==> src/rtl/multicycle_control.sv <==
// Multi-cycle sequencer for the 16-bit, 4-register CPU datapath: steps each instruction
// through fetch/decode/execute/memory/write-back and counts retired instructions.
module multicycle_control #(
  parameter int unsigned CNT_W   = 16,
  parameter logic [3:0]  HALT_OP = 4'hF
) (
  input  logic             clock,
  input  logic             resetn,
  input  logic [3:0]       opcode,
  input  logic             zero,
  input  logic             mem_ready,
  output logic             mem_req,
  output logic             mem_write,
  output logic             iord,
  output logic             ir_write,
  output logic             pc_write,
  output logic             pc_source,
  output logic             reg_write,
  output logic             reg_dst,
  output logic             mem_to_reg,
  output logic             alu_src_a,
  output logic [1:0]       alu_src_b,
  output logic [2:0]       alu_op,
  output logic             halted,
  output logic             illegal,
  output logic [CNT_W-1:0] instr_count
);

  typedef enum logic [3:0] {
    S_START    = 4'd0,
    S_FETCH    = 4'd1,
    S_DECODE   = 4'd2,
    S_EXEC_R   = 4'd3,
    S_EXEC_I   = 4'd4,
    S_MEM_ADDR = 4'd5,
    S_MEM_RD   = 4'd6,
    S_MEM_WR   = 4'd7,
    S_WB_R     = 4'd8,
    S_WB_I     = 4'd9,
    S_WB_MEM   = 4'd10,
    S_BRANCH   = 4'd11,
    S_STOP     = 4'd12
  } state_t;

  localparam logic [3:0] OP_ADD  = 4'b0000;
  localparam logic [3:0] OP_SUB  = 4'b0001;
  localparam logic [3:0] OP_AND  = 4'b0010;
  localparam logic [3:0] OP_OR   = 4'b0011;
  localparam logic [3:0] OP_ADDI = 4'b0100;
  localparam logic [3:0] OP_LW   = 4'b0101;
  localparam logic [3:0] OP_SW   = 4'b0110;
  localparam logic [3:0] OP_SLT  = 4'b0111;
  localparam logic [3:0] OP_BEQ  = 4'b1000;
  localparam logic [3:0] OP_BNE  = 4'b1001;

  localparam logic [2:0] ALU_ADD = 3'b010;
  localparam logic [2:0] ALU_SUB = 3'b110;
  localparam logic [2:0] ALU_AND = 3'b000;
  localparam logic [2:0] ALU_OR  = 3'b001;
  localparam logic [2:0] ALU_SLT = 3'b111;

  state_t           state_q;
  logic [CNT_W-1:0] count_q;
  logic             halted_q;
  logic             illegal_q;
  logic             retire_s;

  // Sequencer state, sticky stop flags and retired-instruction counter.
  always_ff @(posedge clock or negedge resetn) begin
    if (!resetn) begin
      state_q   <= S_START;
      count_q   <= '0;
      halted_q  <= 1'b0;
      illegal_q <= 1'b0;
    end else begin
      if (retire_s) begin
        count_q <= count_q + CNT_W'(1);
      end
      case (state_q)
        S_START:  state_q <= S_FETCH;
        S_FETCH:  if (mem_ready) state_q <= S_DECODE;
        S_DECODE: begin
          if (opcode == HALT_OP) begin
            state_q  <= S_STOP;
            halted_q <= 1'b1;
          end else begin
            case (opcode)
              OP_ADD, OP_SUB, OP_AND, OP_OR, OP_SLT: state_q <= S_EXEC_R;
              OP_ADDI:                               state_q <= S_EXEC_I;
              OP_LW, OP_SW:                          state_q <= S_MEM_ADDR;
              OP_BEQ, OP_BNE:                        state_q <= S_BRANCH;
              default: begin
                state_q   <= S_STOP;
                halted_q  <= 1'b1;
                illegal_q <= 1'b1;
              end
            endcase
          end
        end
        S_EXEC_R:   state_q <= S_WB_R;
        S_EXEC_I:   state_q <= S_WB_I;
        S_MEM_ADDR: state_q <= (opcode == OP_LW) ? S_MEM_RD : S_MEM_WR;
        S_MEM_RD:   if (mem_ready) state_q <= S_WB_MEM;
        S_MEM_WR:   if (mem_ready) state_q <= S_FETCH;
        S_WB_R, S_WB_I, S_WB_MEM, S_BRANCH: state_q <= S_FETCH;
        S_STOP:     state_q <= S_STOP;
        default:    state_q <= S_START;
      endcase
    end
  end

  // Datapath controls decoded from the current state (plus opcode/zero/mem_ready where needed).
  always_comb begin
    mem_req    = 1'b0;
    mem_write  = 1'b0;
    iord       = 1'b0;
    ir_write   = 1'b0;
    pc_write   = 1'b0;
    pc_source  = 1'b0;
    reg_write  = 1'b0;
    reg_dst    = 1'b0;
    mem_to_reg = 1'b0;
    alu_src_a  = 1'b0;
    alu_src_b  = 2'b00;
    alu_op     = 3'b000;
    retire_s   = 1'b0;
    case (state_q)
      S_FETCH: begin
        mem_req   = 1'b1;
        alu_src_b = 2'b01;
        alu_op    = ALU_ADD;
        ir_write  = mem_ready;
        pc_write  = mem_ready;
      end
      S_DECODE: begin
        alu_src_b = 2'b11;
        alu_op    = ALU_ADD;
        retire_s  = (opcode == HALT_OP);
      end
      S_EXEC_R: begin
        alu_src_a = 1'b1;
        case (opcode)
          OP_ADD:  alu_op = ALU_ADD;
          OP_SUB:  alu_op = ALU_SUB;
          OP_AND:  alu_op = ALU_AND;
          OP_OR:   alu_op = ALU_OR;
          OP_SLT:  alu_op = ALU_SLT;
          default: alu_op = 3'b000;
        endcase
      end
      S_EXEC_I, S_MEM_ADDR: begin
        alu_src_a = 1'b1;
        alu_src_b = 2'b10;
        alu_op    = ALU_ADD;
      end
      S_MEM_RD: begin
        mem_req = 1'b1;
        iord    = 1'b1;
      end
      S_MEM_WR: begin
        mem_req   = 1'b1;
        mem_write = 1'b1;
        iord      = 1'b1;
        retire_s  = mem_ready;
      end
      S_WB_R: begin
        reg_write = 1'b1;
        reg_dst   = 1'b1;
        retire_s  = 1'b1;
      end
      S_WB_I: begin
        reg_write = 1'b1;
        retire_s  = 1'b1;
      end
      S_WB_MEM: begin
        reg_write  = 1'b1;
        mem_to_reg = 1'b1;
        retire_s   = 1'b1;
      end
      S_BRANCH: begin
        alu_src_a = 1'b1;
        alu_op    = ALU_SUB;
        pc_source = 1'b1;
        // beq takes the branch on equal operands, bne on unequal ones
        pc_write  = (opcode == OP_BNE) ? ~zero : zero;
        retire_s  = 1'b1;
      end
      default: begin
        retire_s = 1'b0;
      end
    endcase
  end

  assign halted      = halted_q;
  assign illegal     = illegal_q;
  assign instr_count = count_q;

endmodule

==> config.mk <==
export PLATFORM = sky130hd
export DESIGN_NAME = multicycle_control
export DESIGN_NICKNAME = d
export VERILOG_FILES = /design/src/rtl/multicycle_control.sv
export SDC_FILE = /design/constraint.sdc
export NUM_CORES = 1
export LEC_CHECK = 0
export BUFFER_PORTS_ARGS = -buffer_cell sky130_fd_sc_hd__clkbuf_2
export CORE_ASPECT_RATIO = 2
export CORE_MARGIN = 2
export CORE_UTILIZATION = 30
export CTS_CLUSTER_SIZE = 40
export DETAILED_ROUTE_END_ITERATION = 8
export SYNTH_ARGS = -nofsm -noshare
export SYNTH_HDL_FRONTEND = slang
export SYNTH_SLANG_ARGS = --single-unit
==> constraint.sdc <==
create_clock -name clock -period 1.8 [get_ports clock]
set_clock_uncertainty 0.2 [all_clocks]
set_input_delay 0 -clock clock [delete_from_list [all_inputs] [get_ports clock]]
set_output_delay 0 -clock clock [all_outputs]
set_load 0.05 [all_outputs]
== Word level (Yosys, flattened, before mapping) ==
Cells that the tools add are included.

* Bits in registers: 22
* Input port bits: 8
* Output and inout port bits: 33
* Word-level logic and storage cells: 75

* Add/sub/neg operators: 1
* Equal/unequal tests: 26
* Mux-type cells: 24
* Bitwise logic cells: 3
* Reductions and logical operators: 17

{| class="wikitable"
|+ Operators with widths
! cell !! count
|-
| $pmux 4 s9 || 1
|-
| $eq 4x3->1 const B || 8
|-
| $eq 4x4->1 const B || 8
|-
| $add 16x1->16 const B || 1
|-
| $eq 4x2->1 const B || 4
|-
| $mux 4 || 4
|-
| $pmux 4 s4 || 1
|-
| $mux 1 || 13
|-
| $pmux 3 s4 || 1
|-
| $reduce_or 4->1 || 3
|-
| $reduce_or 10->1 || 1
|-
| $reduce_or 5->1 || 2
|-
| $pmux 3 s3 || 1
|-
| $eq 4x1->1 const B || 2
|-
| $logic_not 4->1 || 2
|-
| $reduce_or 2->1 || 4
|-
| $ne 2x2->1 const B || 3
|-
| $pmux 2 s3 || 1
|-
| $reduce_and 3->1 || 2
|-
| $reduce_or 3->1 || 2
|-
| $not 1->1 || 3
|-
| $pmux 1 s3 || 1
|-
| $ne 2x1->1 const B || 1
|-
| $pmux 1 s2 || 1
|-
| $reduce_and 2->1 || 1
|}

== Depth between registers and ports, before layout ==
Gate-level depths: netlist (run 1).

* Depth in word-level cells: 5
* Depth in mapped cells: 6
* Mapped depth without buffers: 5

== Worst setup path after synthesis (run 1) ==
Ideal clock, no wire load.

* Kind: reg-to-output
* From: register state_q[2]
* To: output port alu_op[0]
* Data arrival time: 2.290 ns
* Data required time: 1.600 ns
* Setup slack: -0.690 ns
* Stages on the path, launching flop included: 5
* Buffers on the path: 1
* Cells stage by stage: dfrtp_1 buf_2 nor2_2 inv_1 nor4_1

* Word-level cells in the longest chain between the ends: 3
* Elaborated cells between the ends (all ways): 8
* Classes of those cells: eq/ne: 6; mux: 1; reduce/logical: 1

{| class="wikitable"
|+ Ends and longest elaborated chain
! what !! RTL line !! text
|-
| from (decl) || 62 || <nowiki>state_t state_q;</nowiki>
|-
| from (signal assigned) || 102 || <nowiki>S_MEM_ADDR: state_q <= (opcode == OP_LW) ? S_MEM_RD : S_MEM_WR;</nowiki>
|-
| $eq 4x2->1 (tied with other cells) || 127 || <nowiki>case (state_q)</nowiki>
|-
| $reduce_or 4->1 (no line) || -- ||
|-
| $pmux 3 s3 (*) || 127 ||
|-
| to (decl) || 23 || <nowiki>output logic [2:0] alu_op,</nowiki>
|}

Mark *: on every way between the ends. The rest lies on a longest branch, timed or not.

== Worst setup path in the final report (run 1) ==
* From: register state_q[2]
* To: output port alu_op[1]

Same word-level chain as after synthesis.

==> impl_metrics.yaml, run 1 <==
layout:
  layout_commonest_cell: "clkbuf_2"
  nets: 209
  fillerInstances: 443
  diodes: 0
  drive_gt1_share_pct: 43.7
  stdcell_count: 253
  layout_common_cells: "clkbuf_2 (33), buf_4 (14), nand2_1 (12), xnor2_1 (12), dfrtp_1 (12)"
  utilization_pct: 42.6
  syn2layout_area_growth_pct: 37.1
pwr:
  p_per_area_mw_per_mm2: 1750
  p_sw_uw: 1700
  power_frac_seq_pct: 24.3
  p_sw_share_pct: 52.9
  p_clk_share_pct: 10.7
  power_frac_comb_pct: 65.0
  p_leak_uw: 0.000842
  internal-power_uw: 1510
  max-vdd-ir-drop_mv: 1.05
detailed_routing:
  drt_first_pass_iters: 4
  drc_errors: 0
  wl_per_cell_um: 13.4
  drtAntennaViolNets: 0
  vias_per_cell: 5.05
  routed_wirelength_mm: 3.39
  vias: 1277
  drtIter0Drc: 12
worst_setup_path:
  crit_fanout: 12
  cp.required_ns: 1.60
  crit_type: "flop to primary output"
  arrival_ns: 1.57
  crit_path_start_kind: "flop"
  crit_path_end_kind: "primary output"
floorplan:
  fp.dieW_um: 51.2
  die_y_um: 98.4
  io_pins: 41
  dieArea_mm2: 0.00504
  placementRows: 34
  initial_utilization_pct: 31.1
  core_area_mm2: 0.00430
placement:
  dp_hpwl_mm: 2.70
  pre_cts_slack_ns: 0.0190
  gp_congestion: 0.776
  portBuffers: 40
  dp.cells: 245
run:
  cap_viol_max_count: 0
sta:
  period_needed_ns: 1.77
  hold_viol: 0
  finalSetupViolCount: 0
  finalCritPeriodShare_pct: 98.1
  slew_viol_final: 0
  max-slew-margin-rel_pct: 64.9
  worst_slew_pin_slew_ns: 0.526
  rsz0062_at_grt: "true"
  layout_setup_ws_ns: 0.0341
  timing.fmax_mhz: 566
  holdWs_ns: 0.0457
synth:
  synthDistinctLibCells: 43
  ys_seq_elements: 22
  synth_edf_count: 0
  syn_area_mm2: 0.00134
  ys_dominant_reg_cell: "dfrtp_1"
  syn_avg_cell_area_um2: 9.09
  yosysSeqAreaShare_pct: 41.2
  syn-num-nets: 156
  ys_async_sr_fraction_pct: 100
  yosys_warnings: 0
  synthCells: 147
clocking:
  insertion_delay_ns: 0.26
  cts-htree-levels: 1
  cts_buffer_depth: 2
  root_buffer: "clkbuf_8"
  cts_tree: "yes"
  numCtsBuffers: 3
  clock-sinks: 22
  clkTransAtPathRegs_ns: 0.08
global_route:
  grt_pass1_wl_mm: 5.64
  overflow: 0
  grt_pass1_vias: 1308
  grt_usage_pct: 14.2
  grt_max_degree: 23
  antenna_found_initial: 0
min_path:
  holdCritPathClass: "primary input to asynchronous set/reset pin"
run_status:
  status: "complete, no violations"
==> power groups by stage <==
| stage | logic (uW) | clock network, uW | registers, uW |
|---|---|---|---|
| 6_report | 2090 | 344 | 781 |
| 5_1_grt | 2230 | 374 | 814 |
| 4_1_cts | 2050 | 353 | 779 |
| 3_5_place_dp | 1980 | 0 | 786 |
| 3_3_place_gp | 1970 | 0 | 785 |
| 2_1_floorplan | 1150 | 0 | 1090 |
==> cell families (layout without fill, tap and decap cells) <==
| family | after synthesis | after routing | synth area share [%] |
|---|---|---|---|
| adders and majority gates | 1 | 1 | 0.936 |
| buffers and inverters | 11 | 63 | 3.28 |
| muxes | 3 | 3 | 2.43 |
| and+or+nand+nor | 68 | 68 | 26.6 |
| DFF | 22 | 22 | 41.2 |
| xor gates and xnor gates | 16 | 16 | 10.5 |
| AOI/OAI and AO/OA | 26 | 26 | 15.1 |
==> worst max-delay path: stages (launching register included) <==
cell	delay, ns
dfrtp_1	0.42
buf_4	0.17
buf_6	0.14
nor2_2	0.10
nor2_1	0.05
o221a_2	0.24
clkbuf_8	0.17
==> state kept, by name, summed over array words and instances (netlist names) <==
signal,cells
state_q,4
instr_count,16
halted,1
illegal,1
==> stage by stage <==
stage | cell area (um2) | total power (uW) | setup TNS (ns)
6_report | 1830 | 3210 | 0
3_5_place_dp | 1690 | 2770 | 0
2_1_floorplan | 1370 | 2240 | -0.177
4_1_cts | 1790 | 3190 | 0
3_3_place_gp | 1690 | 2760 | 0
5_1_grt | 1830 | 3410 | -0.140
==> cell usage after synthesis (2+ instances only) <==
library cell / instances / share of area [%]
o22ai_1: 2 / 0.94
nand2_1: 13 / 3.7
mux2_2: 2 / 1.7
nor3_1: 3 / 1.1
nand3_1: 11 / 4.1
dfrtp_1: 22 / 41
xnor2_1: 12 / 7.9
buf_1: 2 / 0.56
or2_2: 2 / 0.94
nor2b_1: 4 / 1.9
buf_2: 2 / 0.75
inv_1: 4 / 1.1
o21ai_0: 4 / 1.5
a21oi_1: 7 / 2.6
clkbuf_1: 3 / 0.84
nor2_1: 13 / 3.7
xor2_1: 4 / 2.6
nand2b_1: 3 / 1.4
and3_1: 6 / 2.8
a21oi_4: 2 / 2.4
nand4_1: 4 / 1.9
==> worst paths after layout <==
check,start,end,slack [ns],depth (start not counted)
worst max-delay path,state_q[2]$_DFFE_PN0P_,alu_op[1],0.03,6
min in group clock,mem_ready,state_q[0]$_DFFE_PN0P_,0.05,3
worst max register to register,state_q[3]$_DFFE_PN0P_,instr_count[13]$_DFFE_PN0P_,0.08,5
max in group asynchronous,resetn,instr_count[3]$_DFFE_PN0P_,0.97,2
worst min-delay path,resetn,instr_count[2]$_DFFE_PN0P_,0.05,2
worst min register to register,halted$_DFFE_PN0P_,halted$_DFFE_PN0P_,0.27,1
==> area by class of cell <==
class                      count  area (um2)  area share (%)
timing repair buffer          55         350            19.1
inverter                       4        15.0           0.820
multi-input combinational    114         781            42.6
clock buffer                   4        55.1            3.01
sequential                    22         563            30.7
tap                           54        67.6            3.69
==> metal layers <==
layer / track usage (%) / routed length (um)
met5: 0 / 0
met4: 4.37 / 41
met3: 1.68 / 151
met2: 27.3 / 1890
met1: 15.3 / 1300
==> what timing repair did <==
action                                  in CTS  in global routing
setup buffers                                0                  2
endpoints found under the hold margin       25                  0
pin swaps                                    0                  3
hold buffers                                 2                  0
resized for setup                            8                 15
gates cloned                                 0                  0
endpoints found under the setup margin       5                 18
(Power assumes the default switching activity.)
==> inputs of run 2 (changes only) <==
GPL_ROUTABILITY_DRIVEN = 0   (was unset)
RECOVER_POWER = 25   (was unset)
==> run 2 against run 1 <==
Compared with the run above:
- via count did not move
- clock-buffer cell count did not move
- routed wire length about the same
- clock power hardly changed
==> impl_metrics.yaml, run 2 (synthesis results as in run 1) <==
clocking:
  clock-sinks: 22
  insertion_delay_ns: 0.26
  cts-htree-levels: 1
  cts_buffer_depth: 2
  numCtsBuffers: 3
  cts_tree: "yes"
  root_buffer: "clkbuf_8"
  clkTransAtPathRegs_ns: 0.08
layout:
  fillerInstances: 444
  drive_gt1_share_pct: 43.2
  largest_reg_flops: 16
  layout_commonest_cell: "clkbuf_2"
  stdcell_count: 253
  nets: 209
  diodes: 0
  syn2layout_area_growth_pct: 37.0
  utilization_pct: 42.6
  layout_common_cells: "clkbuf_2 (32), buf_4 (14), nand2_1 (12), xnor2_1 (12), dfrtp_1 (12)"
global_route:
  grt_pass1_wl_mm: 5.64
  grt_pass1_vias: 1308
  overflow: 0
  grt_max_degree: 23
  antenna_found_initial: 0
  grt_usage_pct: 14.2
detailed_routing:
  drc_errors: 0
  wl_met1_mm: 1.30
  routed_wirelength_mm: 3.39
  routed.top_layer: "met4"
  vias_per_cell: 5.05
  vias: 1277
  wl_met2_mm: 1.89
  drtAntennaViolNets: 0
  wl_per_cell_um: 13.4
  route.met3.wl_um: 151
  drtIter0Drc: 12
  drt_first_pass_iters: 4
worst_setup_path:
  crit_path_end_kind: "primary output"
  cp.required_ns: 1.60
  crit_start: "state_q[2]$_DFFE_PN0P_"
  r2r_start: "state_q[3]$_DFFE_PN0P_"
  crit_fanout: 12
  crit_type: "flop to primary output"
  crit_path_start_kind: "flop"
  arrival_ns: 1.57
placement:
  dp.cells: 245
  portBuffers: 40
  pre_cts_slack_ns: 0.0190
  dp_hpwl_mm: 2.70
sta:
  worst_slew_pin_slew_ns: 1.14
  setup_tns_ns: 0
  period_needed_ns: 1.77
  slew_viol_final: 0
  hold_viol: 0
  finalCritPeriodShare_pct: 98.1
  max-slew-margin-rel_pct: 24.2
  layout_setup_ws_ns: 0.0341
  timing.fmax_mhz: 566
  finalSetupViolCount: 0
  rsz0062_at_grt: "true"
floorplan:
  fp.dieW_um: 51.2
  io_pins: 41
  core_area_mm2: 0.00430
  die_y_um: 98.4
  placementRows: 34
  dieArea_mm2: 0.00504
  initial_utilization_pct: 31.1
run:
  cap_viol_max_count: 0
pwr:
  p_leak_uw: 0.000839
  p_per_area_mw_per_mm2: 1750
  max-vdd-ir-drop_mv: 1.05
run_status:
  status: "complete, no violations"
min_path:
  min_from: "mem_ready"
  holdCritPathClass: "primary input to flop"
## run 2: cell counts in the layout (fill, tap and decap cells not counted)
Identical to the previous run, type by type.
## run 2: per-layer routing
metal / track usage [%] / vias up
met3: 1.68 / 4
met1: 15.3 / 617
li1: - / 616
met4: 4.37 / 0
met2: 27.3 / 40
met5: 0 / -
## run 2: power breakdown
part           leakage [uW]  switching (uW)  internal [uW]
sequential         0.000266             144            637
clock             0.0000288             149            195
combinational      0.000544            1400            681
total              0.000839            1700           1510
## run 2: worst paths after layout
path | to | cells past startpoint | slack (ns)
max | alu_op[1] | 6 | 0.03
min | state_q[0]$_DFFE_PN0P_ | 3 | 0.05
max reg2reg | instr_count[13]$_DFFE_PN0P_ | 5 | 0.08
min reg2reg | halted$_DFFE_PN0P_ | 1 | 0.27
max in group asynchronous | instr_count[3]$_DFFE_PN0P_ | 2 | 0.36
min in group asynchronous | instr_count[2]$_DFFE_PN0P_ | 2 | 0.28
## run 2: area by class of cell
cell class	instances	area, um2	share of cell area [%]
Multi-Input combinational cell	114	781	42.7
Inverter	4	15.0	0.820
Sequential cell	22	563	30.8
Tap cell	54	67.6	3.69
Timing Repair Buffer	55	349	19.1
Clock buffer	4	55.1	3.01
## run 2: timing repair
action                     4_1_cts  5_1_grt
buffers inserted                 0        2
hold endpoints to repair        25        0
hold buffers                     2        0
setup endpoints to repair        5       18
gates resized for setup          8       15
pin swaps                        0        3
## run 2: worst max-delay path: stages (launching register included)
cell and delay (ns):
dfrtp_1 0.42, buf_4 0.17, buf_6 0.14, nor2_2 0.10
nor2_1 0.05, o221a_2 0.24, clkbuf_8 0.17
## run 2: metrics by stage
stage / hold slack, ns / total power [uW] / area, um2
2_1_floorplan: -0.496 / 2240 / 1370
3_3_place_gp: -0.188 / 2760 / 1690
3_5_place_dp: -0.192 / 2770 / 1690
4_1_cts: 0.0307 / 3190 / 1790
5_1_grt: 0.101 / 3410 / 1830
6_report: 0.0549 / 3210 / 1830
==> inputs of run 3 (changes only) <==
CELL_PAD_IN_SITES_DETAIL_PLACEMENT = 0   (was unset)
CELL_PAD_IN_SITES_GLOBAL_PLACEMENT = 1   (was unset)
PLACE_DENSITY_LB_ADDON = 0.1   (was unset)
SETUP_SLACK_MARGIN = 0.02   (was unset)
SLEW_MARGIN = 15   (was unset)
==> run 3 against run 2 <==
Compared with the run above:
- via count increased by 3.1%
- die area unchanged
- fmax increased by 1.0%
- sequential power increased by 3.5%
- first-iteration DRC count increased by 67%
- global-route usage increased by 2.4 points
- register-to-register slack got worse by 0.02 ns
- clock power decreased by 8.4%
- cell count increased by 2.4%
- design area increased by 5.3%
- hold slack improved by 0.0032 ns
- utilization increased by 2.2 points
- highest routed layer unchanged
==> impl_metrics.yaml, run 3 (synthesis results as in run 1) <==
detailed_routing:
  wl_met2_mm: 2.18
  wl_per_cell_um: 14.7
  vias: 1317
  routed_wirelength_mm: 3.82
  vias_per_cell: 5.08
  drtIter0Drc: 20
  wl_met1_mm: 1.37
  drc_errors: 0
  drt_first_pass_iters: 4
  drtAntennaViolNets: 0
  routed.top_layer: "met4"
  route.met3.wl_um: 135
global_route:
  overflow: 0
  grt_pass1_vias: 1334
  antenna_found_initial: 0
  grt_max_degree: 23
  grt_usage_pct: 16.6
  grt_pass1_wl_mm: 6.38
sta:
  setup_tns_ns: 0
  finalSetupViolCount: 0
  worst_slew_pin_slew_ns: 0.557
  hold_viol: 0
  period_needed_ns: 1.75
  finalCritPeriodShare_pct: 97.1
  holdWs_ns: 0.0581
  rsz0062_at_grt: "true"
  timing.fmax_mhz: 572
  slew_viol_final: 0
  max-slew-margin-rel_pct: 62.8
layout:
  multiInputGateArea_um2: 820
  stdcell_count: 259
  final_area_mm2: 0.00193
  syn2layout_area_growth_pct: 44.2
  layout_common_cells: "clkbuf_2 (30), buf_4 (16), nand2_1 (13), xnor2_1 (12), dfrtp_2 (12)"
  drive_gt1_share_pct: 48.3
  layout_commonest_cell: "clkbuf_2"
  nets: 215
  seq_area_um2: 566
  largest_reg_flops: 16
  diodes: 0
  fillerInstances: 438
  utilization_pct: 44.8
clocking:
  cts_tree: "yes"
  clock-sinks: 22
  numCtsBuffers: 3
  root_buffer: "clkbuf_8"
  cts_buffer_depth: 2
  insertion_delay_ns: 0.26
  clkTransAtPathRegs_ns: 0.08
  cts-htree-levels: 1
worst_setup_path:
  crit_path_start_kind: "flop"
  r2r_end: "instr_count[1]$_DFFE_PN0P_"
  cp.required_ns: 1.60
  r2r_start: "state_q[0]$_DFFE_PN0P_"
  r2r_cells: 4
  crit_fanout: 7
  crit_type: "flop to primary output"
  reg2reg_slack_ns: 0.06
  crit_path_end_kind: "primary output"
  arrival_ns: 1.55
floorplan:
  placementRows: 34
  fp.dieW_um: 51.2
  die_y_um: 98.4
  io_pins: 41
  core_area_mm2: 0.00430
  initial_utilization_pct: 31.1
  dieArea_mm2: 0.00504
placement:
  portBuffers: 40
  dp_hpwl_mm: 3.09
  placed_cell_area_mm2: 0.00174
  dp.cells: 251
pwr:
  p_per_area_mw_per_mm2: 1750
  max-vdd-ir-drop_mv: 0.974
  p_leak_uw: 0.000879
run:
  cap_viol_max_count: 0
run_status:
  status: "complete, no violations"
min_path:
  holdCritPathClass: "primary input to asynchronous set/reset pin"
run 3: stage by stage:
stage,setup WS [ns],power (uW)
after floorplan,-0.0626,2250
after global placement,0.00303,2830
after detailed placement,-0.0110,2860
after CTS,0.00488,3240
after global routing,-0.0253,3590
final,0.0518,3380
run 3: worst max path at each step:
stage                                             end  slack [ns]              startpoint  cells past startpoint
after floorplan                             alu_op[0]       -0.06  state_q[2]$_DFFE_PN0P_                      4
after global placement    instr_count[15]$_DFFE_PN0P_       0.003  state_q[2]$_DFFE_PN0P_                      5
after detailed placement   instr_count[1]$_DFFE_PN0P_       -0.01  state_q[0]$_DFFE_PN0P_                      4
after CTS                                    pc_write       0.005  state_q[1]$_DFFE_PN0P_                      6
after global routing                         pc_write       -0.03  state_q[3]$_DFFE_PN0P_                      6
final                                        pc_write        0.05  state_q[3]$_DFFE_PN0P_                      6
run 3: critical path, cell delays in order, from the launching register on:
cell	delay (ns)
dfrtp_1	0.41
buf_6	0.15
nor2_4	0.14
buf_6	0.15
and3_4	0.18
a21o_1	0.11
buf_8	0.15
run 3: area by class of cell:
cell class                      instances  share of cell area [%]
Timing Repair Buffer                   61                    21.5
Inverter                                4                   0.779
Tap cell                               54                    3.51
Multi-Input combinational cell        114                    42.5
Sequential cell                        22                    29.4
Clock buffer                            4                    2.34
run 3: routing by layer:
| layer | vias to the layer above | global-route usage [%] |
|---|---|---|
| li1 | 631 | - |
| met1 | 625 | 17.1 |
| met2 | 49 | 30.7 |
| met3 | 12 | 1.22 |
| met4 | 0 | 10.2 |
| met5 | - | 0 |
run 3: timing repair:
item | 4_1_cts | 5_1_grt
pin swaps | 5 | 4
endpoints found under the setup margin | 12 | 20
endpoints found under the hold margin | 24 | 0
gates resized for setup | 12 | 27
buffers inserted | 0 | 2
hold buffers | 2 | 0
run 3: power breakdown:
part | total [uW] | internal, uW | switching, uW
combinational | 2250 | 806 | 1450
clock | 315 | 158 | 157
sequential | 808 | 641 | 167
